### src/rtl/time_pkg.sv
// Shared BCD time definitions for the MM:SS up-count and countdown paths.
// Holds the digit limits, state encoding, field offsets and a load-validity check.
package time_pkg;

   localparam int DIGIT_W = 4;

   localparam logic [DIGIT_W-1:0] SEC_TENS_MAX = 4'd5;
   localparam logic [DIGIT_W-1:0] DIGIT_MAX    = 4'd9;

   // Field offsets within {min_tens, min_ones, sec_tens, sec_ones}
   localparam int SEC_ONES_LSB = 0;
   localparam int SEC_TENS_LSB = 4;
   localparam int MIN_ONES_LSB = 8;
   localparam int MIN_TENS_LSB = 12;

   typedef enum logic [1:0] {
      ST_IDLE  = 2'd0,
      ST_RUN   = 2'd1,
      ST_PAUSE = 2'd2,
      ST_DONE  = 2'd3
   } time_state_t;

   function automatic logic bcd_time_valid(input logic [15:0] t);
      return (t[SEC_ONES_LSB +: DIGIT_W] <= DIGIT_MAX)    &&
             (t[SEC_TENS_LSB +: DIGIT_W] <= SEC_TENS_MAX) &&
             (t[MIN_ONES_LSB +: DIGIT_W] <= DIGIT_MAX)    &&
             (t[MIN_TENS_LSB +: DIGIT_W] <= DIGIT_MAX);
   endfunction

endpackage

### src/rtl/bcd_digit_inc.sv
// One BCD digit of an incrementer: adds carry_in, wrapping to zero past max.
// Purely combinational; chained four times for MM:SS.
module bcd_digit_inc
   import time_pkg::*;
(
   input  logic [DIGIT_W-1:0] i_digit,
   input  logic [DIGIT_W-1:0] i_max,
   input  logic               i_carry_in,
   output logic [DIGIT_W-1:0] o_next_digit,
   output logic               o_carry_out
);

   logic w_at_max;

   // >= so a digit that is somehow out of range still folds back to zero
   assign w_at_max = (i_digit >= i_max);

   always_comb begin
      o_next_digit = i_digit;
      o_carry_out  = 1'b0;
      if (i_carry_in) begin
         if (w_at_max) begin
            o_next_digit = '0;
            o_carry_out  = 1'b1;
         end else begin
            o_next_digit = i_digit + 4'd1;
         end
      end
   end

endmodule

### src/rtl/increment_time.sv
// BCD MM:SS count-up timer; stops on a programmable limit or at the 99:59 ceiling.
// Define INC_TIME_WRAP_EN to roll 99:59 over to 00:00 instead of saturating.
//
// state    | meaning
// IDLE     | stopped, waiting for start
// RUN      | counting one second per tick
// PAUSE    | stopped mid-count, ticks ignored
// DONE     | limit or ceiling reached, held until clear/load/reset
module increment_time
   import time_pkg::*;
#(
   parameter int TIME_W       = 16,
   parameter int MAX_MIN_TENS = 9
)(
   input  logic              clk,
   input  logic              reset,
   input  logic              tick,
   input  logic              start,
   input  logic              stop,
   input  logic              clear,
   input  logic              load,
   input  logic [TIME_W-1:0] load_value,
   input  logic [TIME_W-1:0] limit,
   output logic [TIME_W-1:0] time_out,
   output logic              running,
   output logic              done,
   output logic              load_err
);

   time_state_t       r_state;
   time_state_t       w_state_nxt;
   logic [TIME_W-1:0] r_time;
   logic [TIME_W-1:0] w_time_nxt;
   logic              r_running;
   logic              r_done;
   logic              r_load_err;
   logic              w_done_nxt;
   logic              w_load_err_nxt;

   logic [TIME_W-1:0] w_inc;
   logic              w_c_so;
   logic              w_c_st;
   logic              w_c_mo;
   logic              w_ceiling;
   logic              w_load_ok;

   bcd_digit_inc u_sec_ones (
      .i_digit      (r_time[SEC_ONES_LSB +: DIGIT_W]),
      .i_max        (DIGIT_MAX),
      .i_carry_in   (1'b1),
      .o_next_digit (w_inc[SEC_ONES_LSB +: DIGIT_W]),
      .o_carry_out  (w_c_so)
   );

   bcd_digit_inc u_sec_tens (
      .i_digit      (r_time[SEC_TENS_LSB +: DIGIT_W]),
      .i_max        (SEC_TENS_MAX),
      .i_carry_in   (w_c_so),
      .o_next_digit (w_inc[SEC_TENS_LSB +: DIGIT_W]),
      .o_carry_out  (w_c_st)
   );

   bcd_digit_inc u_min_ones (
      .i_digit      (r_time[MIN_ONES_LSB +: DIGIT_W]),
      .i_max        (DIGIT_MAX),
      .i_carry_in   (w_c_st),
      .o_next_digit (w_inc[MIN_ONES_LSB +: DIGIT_W]),
      .o_carry_out  (w_c_mo)
   );

   bcd_digit_inc u_min_tens (
      .i_digit      (r_time[MIN_TENS_LSB +: DIGIT_W]),
      .i_max        (4'(MAX_MIN_TENS)),
      .i_carry_in   (w_c_mo),
      .o_next_digit (w_inc[MIN_TENS_LSB +: DIGIT_W]),
      .o_carry_out  (w_ceiling)
   );

   assign w_load_ok = bcd_time_valid(load_value) &&
                      (load_value[MIN_TENS_LSB +: DIGIT_W] <= 4'(MAX_MIN_TENS));

   always_comb begin
      w_state_nxt    = r_state;
      w_time_nxt     = r_time;
      w_done_nxt     = 1'b0;
      w_load_err_nxt = 1'b0;

      if (clear) begin
         w_time_nxt  = '0;
         w_state_nxt = ST_IDLE;
      end else if (load) begin
         if (w_load_ok) begin
            w_time_nxt  = load_value;
            w_state_nxt = ST_IDLE;
         end else begin
            w_load_err_nxt = 1'b1;
         end
      end else if (stop && (r_state == ST_RUN)) begin
         w_state_nxt = ST_PAUSE;
      end else if (start && (r_state == ST_IDLE)) begin
         // A start that finds the limit already reached is a zero-length run
         if (r_time == limit) begin
            w_state_nxt = ST_DONE;
            w_done_nxt  = 1'b1;
         end else begin
            w_state_nxt = ST_RUN;
         end
      end else if (start && (r_state == ST_PAUSE)) begin
         w_state_nxt = ST_RUN;
      end else if (tick && (r_state == ST_RUN)) begin
         if (w_ceiling) begin
`ifdef INC_TIME_WRAP_EN
            w_time_nxt = w_inc;
            if (w_inc == limit) begin
               w_state_nxt = ST_DONE;
               w_done_nxt  = 1'b1;
            end
`else
            w_time_nxt  = r_time;
            w_state_nxt = ST_DONE;
            w_done_nxt  = 1'b1;
`endif
         end else begin
            w_time_nxt = w_inc;
            if (w_inc == limit) begin
               w_state_nxt = ST_DONE;
               w_done_nxt  = 1'b1;
            end
         end
      end
   end

   always_ff @(posedge clk) begin
      if (reset) begin
         r_state    <= ST_IDLE;
         r_time     <= '0;
         r_running  <= 1'b0;
         r_done     <= 1'b0;
         r_load_err <= 1'b0;
      end else begin
         r_state    <= w_state_nxt;
         r_time     <= w_time_nxt;
         r_running  <= (w_state_nxt == ST_RUN);
         r_done     <= w_done_nxt;
         r_load_err <= w_load_err_nxt;
      end
   end

   assign time_out = r_time;
   assign running  = r_running;
   assign done     = r_done;
   assign load_err = r_load_err;

endmodule

### config.mk
export PLATFORM = sky130hd
export DESIGN_NAME = increment_time
export DESIGN_NICKNAME = d
export VERILOG_FILES = /design/src/rtl/time_pkg.sv /design/src/rtl/bcd_digit_inc.sv /design/src/rtl/increment_time.sv
export SDC_FILE = /design/constraint.sdc
export NUM_CORES = 1
export LEC_CHECK = 0
export ABC_AREA = 1
export CAP_MARGIN = 10
export CORE_AREA = 3 3 71 73
export CTS_CLUSTER_SIZE = 12
export DETAILED_ROUTE_END_ITERATION = 8
export DIE_AREA = 0 0 74 76
export HOLD_SLACK_MARGIN = 0.06
export PLACE_DENSITY = 0.77
export SETUP_SLACK_MARGIN = 0.15
export SYNTH_ARGS = -nofsm -noshare
export SYNTH_HDL_FRONTEND = slang
export SYNTH_SLANG_ARGS = --single-unit
### constraint.sdc
create_clock -name clk -period 2.49 [get_ports clk]
set_input_delay 0.249 -clock clk [delete_from_list [all_inputs] [get_ports clk]]
set_output_delay 0.249 -clock clk [all_outputs]
set_load 0.1 [all_outputs]
Word-level counts from Yosys, hierarchy flattened. Cells that the tools add are included. W data, S select, Z words.

Output and inout bits: 19. Register bits after elaboration: 21.

Equal/unequal tests: 10. $lt $le $gt $ge: 8. $add $sub $neg: 4. Reductions and logical operators: 14. Muxes and demuxes: 38. Bitwise operators: 1.

Operators with widths (number): $mux W16 (7); $eq A16 B16 Y1 (2); $mux W4 (7); $mux W2 (10); $add A4 B1 Y4 const B (4); $mux W1 (14); $ge A4 B4 Y1 const B (3); $le A4 B4 Y1 const B (3); $logic_and A1 B1 Y1 (8); $ne A2 B2 Y1 const B (4); $reduce_and A6 Y1 (1); $eq A2 B1 Y1 const B (2); $ge A4 B3 Y1 const B (1); $le A4 B3 Y1 const B (1); $reduce_or A4 Y1 (1); $reduce_or A3 Y1 (1); $eq A2 B2 Y1 const B (1); $logic_not A2 Y1 (1); $ne A2 B1 Y1 const B (1); $reduce_bool A2 Y1 (1); $reduce_or A2 Y1 (1); $not A1 Y1 (1).

Logic depth before layout (Yosys ltp). Gate-level depths: netlist of run 1.

Word-level depth: 15. Depth in mapped cells: 20. Mapped depth without buffers: 20.

Hierarchy. A second synthesis of run 1 with hierarchy kept.

Cells, all modules: 429. Area, all modules: 2519.9 µm².

By module, submodules not included: increment_time (area an instance 1569.0 µm², cells each 273, instances 1); bcd_digit_inc (area an instance 237.7 µm², cells each 39, instances 4).

Worst setup path before layout of run 1. Ideal clock, no wire load.

Kind: register -> register. Start: reg r_time[0] (netlist: time_out[0]). End: reg r_running (netlist: running). Path buffers: 1. Arrival time: 2661 ps. Path slack: -296 ps. Data required time: 2365 ps. Stages on the path, launching flop included: 18. Clock period less this slack: 2786 ps. Setup time: 125 ps. Cell sequence: dfxtp_1 > inv_1 > ha_1 > nand2_1 > nand2_2 > buf_6 > nand2_2 > nand3_1 > nand2_1 > nand2_1 > nor2_1 > nand2_1 > nor2_1 > nand3_1 > nand2_1 > nand2_2 > nand3_2 > a21oi_1.

Longest elaborated chain between the ends: 15.

Ends and longest elaborated chain: start, declared (line increment_time.sv:32) `logic [TIME_W-1:0] r_time;`; start signal, assigned (line increment_time.sv:142) `r_time <= w_time_nxt;`; $ge A4 B4 Y1 (line bcd_digit_inc.sv:16) `assign w_at_max = (i_digit >= i_max);`; $mux W1 (line bcd_digit_inc.sv:22) `if (w_at_max) begin`; $mux W1 (2 in series) (line bcd_digit_inc.sv:21) `if (i_carry_in) begin`; $mux W4 (line bcd_digit_inc.sv:21); $eq A16 B16 Y1 (line increment_time.sv:125) `if (w_inc == limit) begin`; $mux W2 (line increment_time.sv:125); $mux W2 (line increment_time.sv:111) `if (w_ceiling) begin`; $mux W2 (line increment_time.sv:110) `end else if (tick && (r_state == ST_RUN)) begin`; $mux W2 (line increment_time.sv:108) `end else if (start && (r_state == ST_PAUSE)) begin`; $mux W2 (*) (line increment_time.sv:100) `end else if (start && (r_state == ST_IDLE)) begin`; $mux W2 (*) (line increment_time.sv:98) `end else if (stop && (r_state == ST_RUN)) begin`; $mux W2 (*) (line increment_time.sv:91) `end else if (load) begin`; $mux W2 (*) (line increment_time.sv:88) `if (clear) begin`; $eq A2 B1 Y1 (*) (line increment_time.sv:143) `r_running <= (w_state_nxt == ST_RUN);`; end signal, assigned (line increment_time.sv:143); end, declared (line increment_time.sv:34) `logic r_running;`.

Mark *: on every way between the ends. The rest lies on a longest branch, timed or not. A chain may end at the register's enable or synchronous reset.

Worst setup path after layout of run 1.
Start: reg r_time[4] (netlist: time_out[4]). End: reg r_time[8] (netlist: time_out[8]).

Longest elaborated chain between the ends: 10.

Ends and longest elaborated chain (line): $ge A4 B3 Y1 (*) (bcd_digit_inc.sv:16); $mux W1 (*) (bcd_digit_inc.sv:22); $mux W1 (*) (bcd_digit_inc.sv:21); $mux W4 (bcd_digit_inc.sv:21); $mux W16 (increment_time.sv:111); $mux W16 (increment_time.sv:110); $mux W16 (increment_time.sv:108); $mux W16 (increment_time.sv:100); $mux W16 (increment_time.sv:98); $mux W16 (increment_time.sv:91).

Mark *: on every way between the ends. The rest lies on a longest branch, timed or not. The select of a mux whose other input is x is not followed.

==> flow_summary.toml, run 1 <==
[sta]
finalCritPeriodShare_pct = 86.7
rsz0062_at_grt = "yes"
finalCriticalPeriod_ps = 2160
tightest_slew_ps = 442
slew_headroom_pct = 70.4
hold_violations = 0
setup-tns-final_ps = 0
finalMaxSlewViolations = 0
setup-violations-final = 0
fmax_ghz = 0.463
fin_skew_ps = 3.46

[worst_setup_path]
reg2reg_depth = 14
start_kind = "register"
required_ps = 2690
r2r-end = "time_out[8]$_SDFFE_PP0P_"
reg2reg_setup_slack_ps = 330
worst-path-max-fanout = 17
end_kind = "register"
critPathCapture = "time_out[8]$_SDFFE_PP0P_"
cp-startpoint = "time_out[4]$_SDFFE_PP0P_"
cp.depth = 14
crit_chain = "inv_1 -> ha_1 -> nand2_1 -> nand2_1 -> nand2_2 -> nand2_4 -> nor2_8 -> nand3_1 -> nand4_1 -> nand2_1 -> buf_6 -> inv_1 -> o21ai_0 -> a21oi_1"
crit_slowest_cell = "dfxtp_4"
critPathArrivalTime_ps = 2360
path_common_cell = "nand2_1"
critPathBufInv = 3
r2r_start = "time_out[4]$_SDFFE_PP0P_"
crit_type = "reg2reg"
cp_top_family = "simple AND/OR/NAND/NOR gates"
slowest_delay_ps = 390

[job]
maxCapViolCount = 0

[synthesis]
syn_nets = 417
synth_compound_area_share_pct = 14.6
syn_area_sq_mm = 0.00215
synth_flop_cell = "dfxtp_1"
ys_ff_latch = 21
synth_edf_count = 0
synthMuxAreaShare_pct = 0
synth_cell_types = 30
ys_seq_area_share_pct = 19.6
synth_top_family_by_area = "simple AND/OR/NAND/NOR gates"
yosys.area_share.simple_pct = 44.1
netlist_instances = 366
yosysWarnings = 0
synthAdderAreaFrac_pct = 6.99
synth-xor-area-share_pct = 3.67
syn_area_per_cell_sq_um = 5.87
async_flop_share_pct = 0

[routing]
wl_met3_um = 423
wl_met2_um = 2910
drt_iter0_drc = 177
highest_layer = "met4"
wire_per_inst_um = 13.1
dr_total_vias = 2570
via_per_inst = 5.41
wirelength_um = 6220
first_pass_iters = 5
wirelength_met1_um = 2800
final_antenna_net_count = 0
post-route-drc-count = 0

[global_route]
gr-total-overflow = 0
antenna_found_initial = 0
grt_first_pass_wirelength_um = 10300
grt.total_usage_pct = 22.4
grt_max_degree = 19
grt_pass1_vias = 2331

[floorplanning]
fp.coreArea_sq_mm = 0.00441
ioPinCount = 58
die_h_um = 76
rows = 24
die_x_um = 74
die-area_sq_mm = 0.00562
initial_utilization_pct = 48.7

[power_and_ir_drop]
p_total_w = 0.000830
p_leak_nw = 1.43
ir_worst_vdd_mv = 0.222
p_per_area_mw_per_mm2 = 293

[cells_and_area]
fill_cells = 413
stdcell_count = 475
n_antenna_cell = 0
area_delta_synth_final_pct = 31.9
layout_common_cells = "nand2_1, inv_1, clkdlybuf4s50_1, nand3_1, nor2_1"
fin_area_sq_mm = 0.00283
fin_util_pct = 64.2
nets = 475
drive_gt1_share_pct = 15.1
final_common_cell = "nand2_1"

[placed_design]
io_buffers = 57
globalplace.congestion = 0.935
detailed_place.area_sq_mm = 0.00273
dp.cells = 468
place_hpwl_um = 4830

[clocking]
cts-root-buf = "clkbuf_8"
htreeDepth = 1
cts_tree = "done"
clkTransAtPathRegs_ps = 90
clk_path_buf_depth = 2
cts_inserted_buffers = 3
clkLatencyLatePin_ps = 270
postCtsHoldBufs = 0
clock_sinks = 21

[worst_hold_path]
hold_class = "in2reg"

[status]
status = "finished clean"
report_power, final:
part / total [W] / internal, W / switching [W]
combinational: 0.000244 / 0.000106 / 0.000138
clock: 0.000239 / 0.000112 / 0.000127
sequential: 0.000347 / 0.000338 / 0.00000938
total: 0.000830 / 0.000555 / 0.000275
metal layers:
layer | track usage (%) | vias to the layer above
met4 | 5.43 | 0
met5 | 0 | -
met1 | 31.0 | 1167
met2 | 36.3 | 88
met3 | 2.90 | 13
li1 | - | 1302
worst min path at each step:
stage	from	end	cells after the start
after global placement	time_out[5]$_SDFFE_PP0P_	time_out[5]$_SDFFE_PP0P_	2
final	load_value[12]	time_out[12]$_SDFFE_PP0P_	3
after global routing	load_value[12]	time_out[12]$_SDFFE_PP0P_	3
after detailed placement	time_out[7]$_SDFFE_PP0P_	time_out[7]$_SDFFE_PP0P_	2
after floorplan	reset	r_state[1]$_SDFF_PP0_	1
after CTS	load_value[12]	time_out[12]$_SDFFE_PP0P_	3
stage by stage:
stage               setup slack [ps]  hold WS (ps)
CTS                              213           535
detailed placement               222           567
global placement                 233           567
global route                     106           548
floorplan                        153           315
finish                           332           539
cell families (layout without fill, tap and decap cells):
family,after synthesis,in the layout
buf+inv,58,114
flops,21,21
simple gates,208,209
xor+xnor,9,9
compound gates,58,58
fa+ha+maj,12,12
sequential cells by signal, summed over array words and instances, names as in the netlist:
register	cells
time_out	16
running	1
r_state	2
done	1
load_err	1
synth_stat cells (7+ instances only):
cell type,n,area share (%)
nand2_1,110,19
inv_1,45,7.9
ha_1,12,7.0
nand3b_1,7,2.4
a31oi_1,8,2.3
dfxtp_1,21,20
o21ai_0,26,6.1
nand4_1,8,2.3
nand2_2,9,2.6
nor2_1,28,4.9
nand3_1,34,7.9
a21oi_1,22,5.1
layout make-up:
type,count,area [sq um],area share (%)
clock buffers,3,41.3,1.46
repair buffers,64,579,20.4
well taps,52,65.1,2.30
clock inverters,1,5.00,0.177
flip-flops and latches,21,449,15.8
inverters,46,173,6.09
multi-input cells,288,1520,53.7
tightest hold or removal path, delay by kind of cell:
family                 cells  cell delay [ps]
buffers and inverters      1              400
AO/OA/AOI/OAI              1               70
AND/OR/NAND/NOR            1               60
timing repair:
item                                    CTS  global route
hold endpoints to repair                  0             0
buffers inserted                          0             2
resized for setup                         0            11
endpoints found under the setup margin    0             5
Power figures use the tool's default switching activity.
==> run 2, diff against run 1 <==
--- a/config.mk
+++ b/config.mk
@@ -7,13 +7,15 @@
 export LEC_CHECK = 0
 export ABC_AREA = 1
 export CAP_MARGIN = 10
-export CORE_AREA = 3 3 71 73
+export CORE_AREA = 3 3 75 77
 export CTS_CLUSTER_SIZE = 12
 export DETAILED_ROUTE_END_ITERATION = 8
-export DIE_AREA = 0 0 74 76
+export DIE_AREA = 0 0 78 80
 export HOLD_SLACK_MARGIN = 0.06
-export PLACE_DENSITY = 0.77
+export PLACE_DENSITY = 0.78
 export SETUP_SLACK_MARGIN = 0.15
+export SLEW_MARGIN = 20
 export SYNTH_ARGS = -nofsm -noshare
 export SYNTH_HDL_FRONTEND = slang
+export SYNTH_HIERARCHICAL = 1
 export SYNTH_SLANG_ARGS = --single-unit
==> flow_summary.toml, run 2 <==
[status]
status = "finished with violations"
failed_checks = "setup timing"

[synthesis]
yosysWarnings = 6
synthTopCellsByArea = "nand2_1, dfxtp_1, inv_1"
synth_flop_cell = "dfxtp_1"
netlist_instances = 429
synth_edf_count = 0
yosysMostFrequentCell = "nand2_1"
syn_area_sq_mm = 0.00252
yosysTopAreaCell = "nand2_1"
ys_ff_latch = 21
synth_cell_types = 28
syn_area_per_cell_sq_um = 5.87
synth_commonest_cells = "nand2_1, inv_1, nor2_1, o21ai_0, dfxtp_1"
synth_top_area_share_pct = 18.3
async_flop_share_pct = 0
ys_seq_area_share_pct = 16.7

[worst_setup_path]
r2r_start = "time_out[1]$_SDFFE_PP0P_"
required_ps = 2700
critPathArrivalTime_ps = 2930
start_kind = "register"
reg2reg_setup_slack_ps = -230
end_kind = "register"
worst-path-max-fanout = 5
reg2reg_depth = 27
critPathBufInv = 5
path_common_cell = "nand2_2"
slowest_delay_ps = 360
r2r-end = "r_state[1]$_SDFF_PP0_"
crit_type = "reg2reg"
cp-startpoint = "time_out[1]$_SDFFE_PP0P_"
crit_slowest_cell = "dfxtp_4"
cp_top_family = "simple AND/OR/NAND/NOR gates"

[worst_hold_path]
hold_depth = 2
min-delay-start = "reset"
holdPathEnd = "r_state[1]$_SDFF_PP0_"
hold_class = "in2reg"

[sta]
finalCriticalPeriod_ps = 2720
whs_ps = 517
slew_headroom_pct = 63.5
tightest_slew_ps = 547
fmax_ghz = 0.368
rsz0062_at_grt = "yes"
setup-violations-final = 3
worst_slack_ps = -231
finalCritPeriodShare_pct = 109
fin_skew_ps = 4.52
hold_violations = 0
finalMaxSlewViolations = 0

[power_and_ir_drop]
ir_worst_vdd_mv = 0.262
swShare_pct = 40.7
intPower_w = 0.000668
switching_power_w = 0.000459
p_leak_nw = 1.83
p_comb_share_pct = 47.5
power_frac_seq_pct = 31.6
p_per_area_mw_per_mm2 = 303
clockPowerShare_pct = 20.9

[floorplanning]
rows = 26
ioPinCount = 58
initial_utilization_pct = 49.7
fp.coreArea_sq_mm = 0.00507
die_x_um = 78
die_h_um = 80
die-area_sq_mm = 0.00624

[routing]
wirelength_um = 7980
wire_per_inst_um = 13.2
via_per_inst = 4.94
drt_iter0_drc = 180
final_antenna_net_count = 0
first_pass_iters = 4
dr_total_vias = 2990
post-route-drc-count = 0

[global_route]
grt_max_degree = 20
grt.total_usage_pct = 22.8
grt_pass1_vias = 2657
gr-total-overflow = 0
grt_first_pass_wirelength_um = 11600
antenna_found_initial = 0

[clocking]
clkLatencyLatePin_ps = 270
clock_sinks = 21
clkTransAtPathRegs_ps = 80
htreeDepth = 1
clk_path_buf_depth = 2
cts-root-buf = "clkbuf_8"
cts_tree = "done"
cts_inserted_buffers = 3

[placed_design]
place_hpwl_um = 5520
pre_cts_slack_ps = -200
globalplace.congestion = 0.900
io_buffers = 57

[cells_and_area]
n_antenna_cell = 0
fin_util_pct = 73.2
largest_reg_flops = 16
area_delta_synth_final_pct = 47.4
drive_gt1_share_pct = 27.9
final_common_cell = "nand2_1"
nets = 595
layout_common_cells = "nand2_1, inv_1, buf_4, nor2_1, clkdlybuf4s50_1"

[job]
maxCapViolCount = 0
==> run 2: power groups by stage <==
stage | sequential [W] | clock, W | combinational, W
4_1_cts | 0.000355 | 0.000236 | 0.000484
3_5_place_dp | 0.000363 | 0 | 0.000461
3_3_place_gp | 0.000362 | 0 | 0.000453
2_1_floorplan | 0.000450 | 0 | 0.000220
6_report | 0.000356 | 0.000235 | 0.000535
5_1_grt | 0.000357 | 0.000259 | 0.000580
==> run 2: how the worst max path moves through the flow <==
stage | cells after the start | end | slack (ps)
3_3_place_gp | 27 | r_state[1]$_SDFF_PP0_ | -20
2_1_floorplan | 30 | r_state[1]$_SDFF_PP0_ | -400
4_1_cts | 25 | r_state[1]$_SDFF_PP0_ | -60
6_report | 27 | r_state[1]$_SDFF_PP0_ | -230
3_5_place_dp | 26 | running$_SDFF_PP0_ | -200
5_1_grt | 27 | r_state[1]$_SDFF_PP0_ | -380
==> run 2: stage by stage <==
step	instance area [sq um]	TNS, ps	cells	total power [W]
floorplan	2630	-3390	444	0.000670
global placement	3310	-41.3	583	0.000815
detailed placement	3310	-749	583	0.000824
CTS	3490	-98.6	595	0.00108
global route	3710	-972	605	0.00120
finish	3710	-564	605	0.00113
==> run 2: per-layer routing <==
| metal | up-vias | global-route usage [%] | routed length, um |
|---|---|---|---|
| met2 | 119 | 43.1 | 3980 |
| met3 | 35 | 2.14 | 466 |
| met5 | - | 0 | 0 |
| met1 | 1326 | 27.1 | 3240 |
| li1 | 1510 | - | - |
| met4 | 0 | 6.64 | 282 |
==> run 2: cells by family (layout without fill, tap and decap cells) <==
logic type / count (synthesis) / after routing / synth area share (%)
compound gates: 64 / 64 / 14.6
xor+xnor: 22 / 22 / 7.65
fa+ha+maj: 20 / 20 / 9.93
buf+inv: 98 / 187 / 17.0
flops: 21 / 21 / 16.7
other cells: 2 / 17 / 0.298
simple gates: 202 / 204 / 33.9
==> run 2: area by class of cell <==
| type | count | area [sq um] |
|---|---|---|
| timing repair buffer | 95 | 820 |
| clock buffer | 4 | 45.0 |
| sequential | 21 | 448 |
| fill | 438 | 1360 |
| inverter | 87 | 345 |
| multi-input combinational | 327 | 1950 |
| timing repair inverter | 1 | 16.3 |
| tap | 70 | 87.6 |
==> run 2: repair_timing <==
item                                    CTS  global route
pin swaps                                13            29
endpoints found under the setup margin   19            19
buffers inserted                          6             9
cloned                                    2             1
hold buffers                              0             0
resized for setup                        15            44
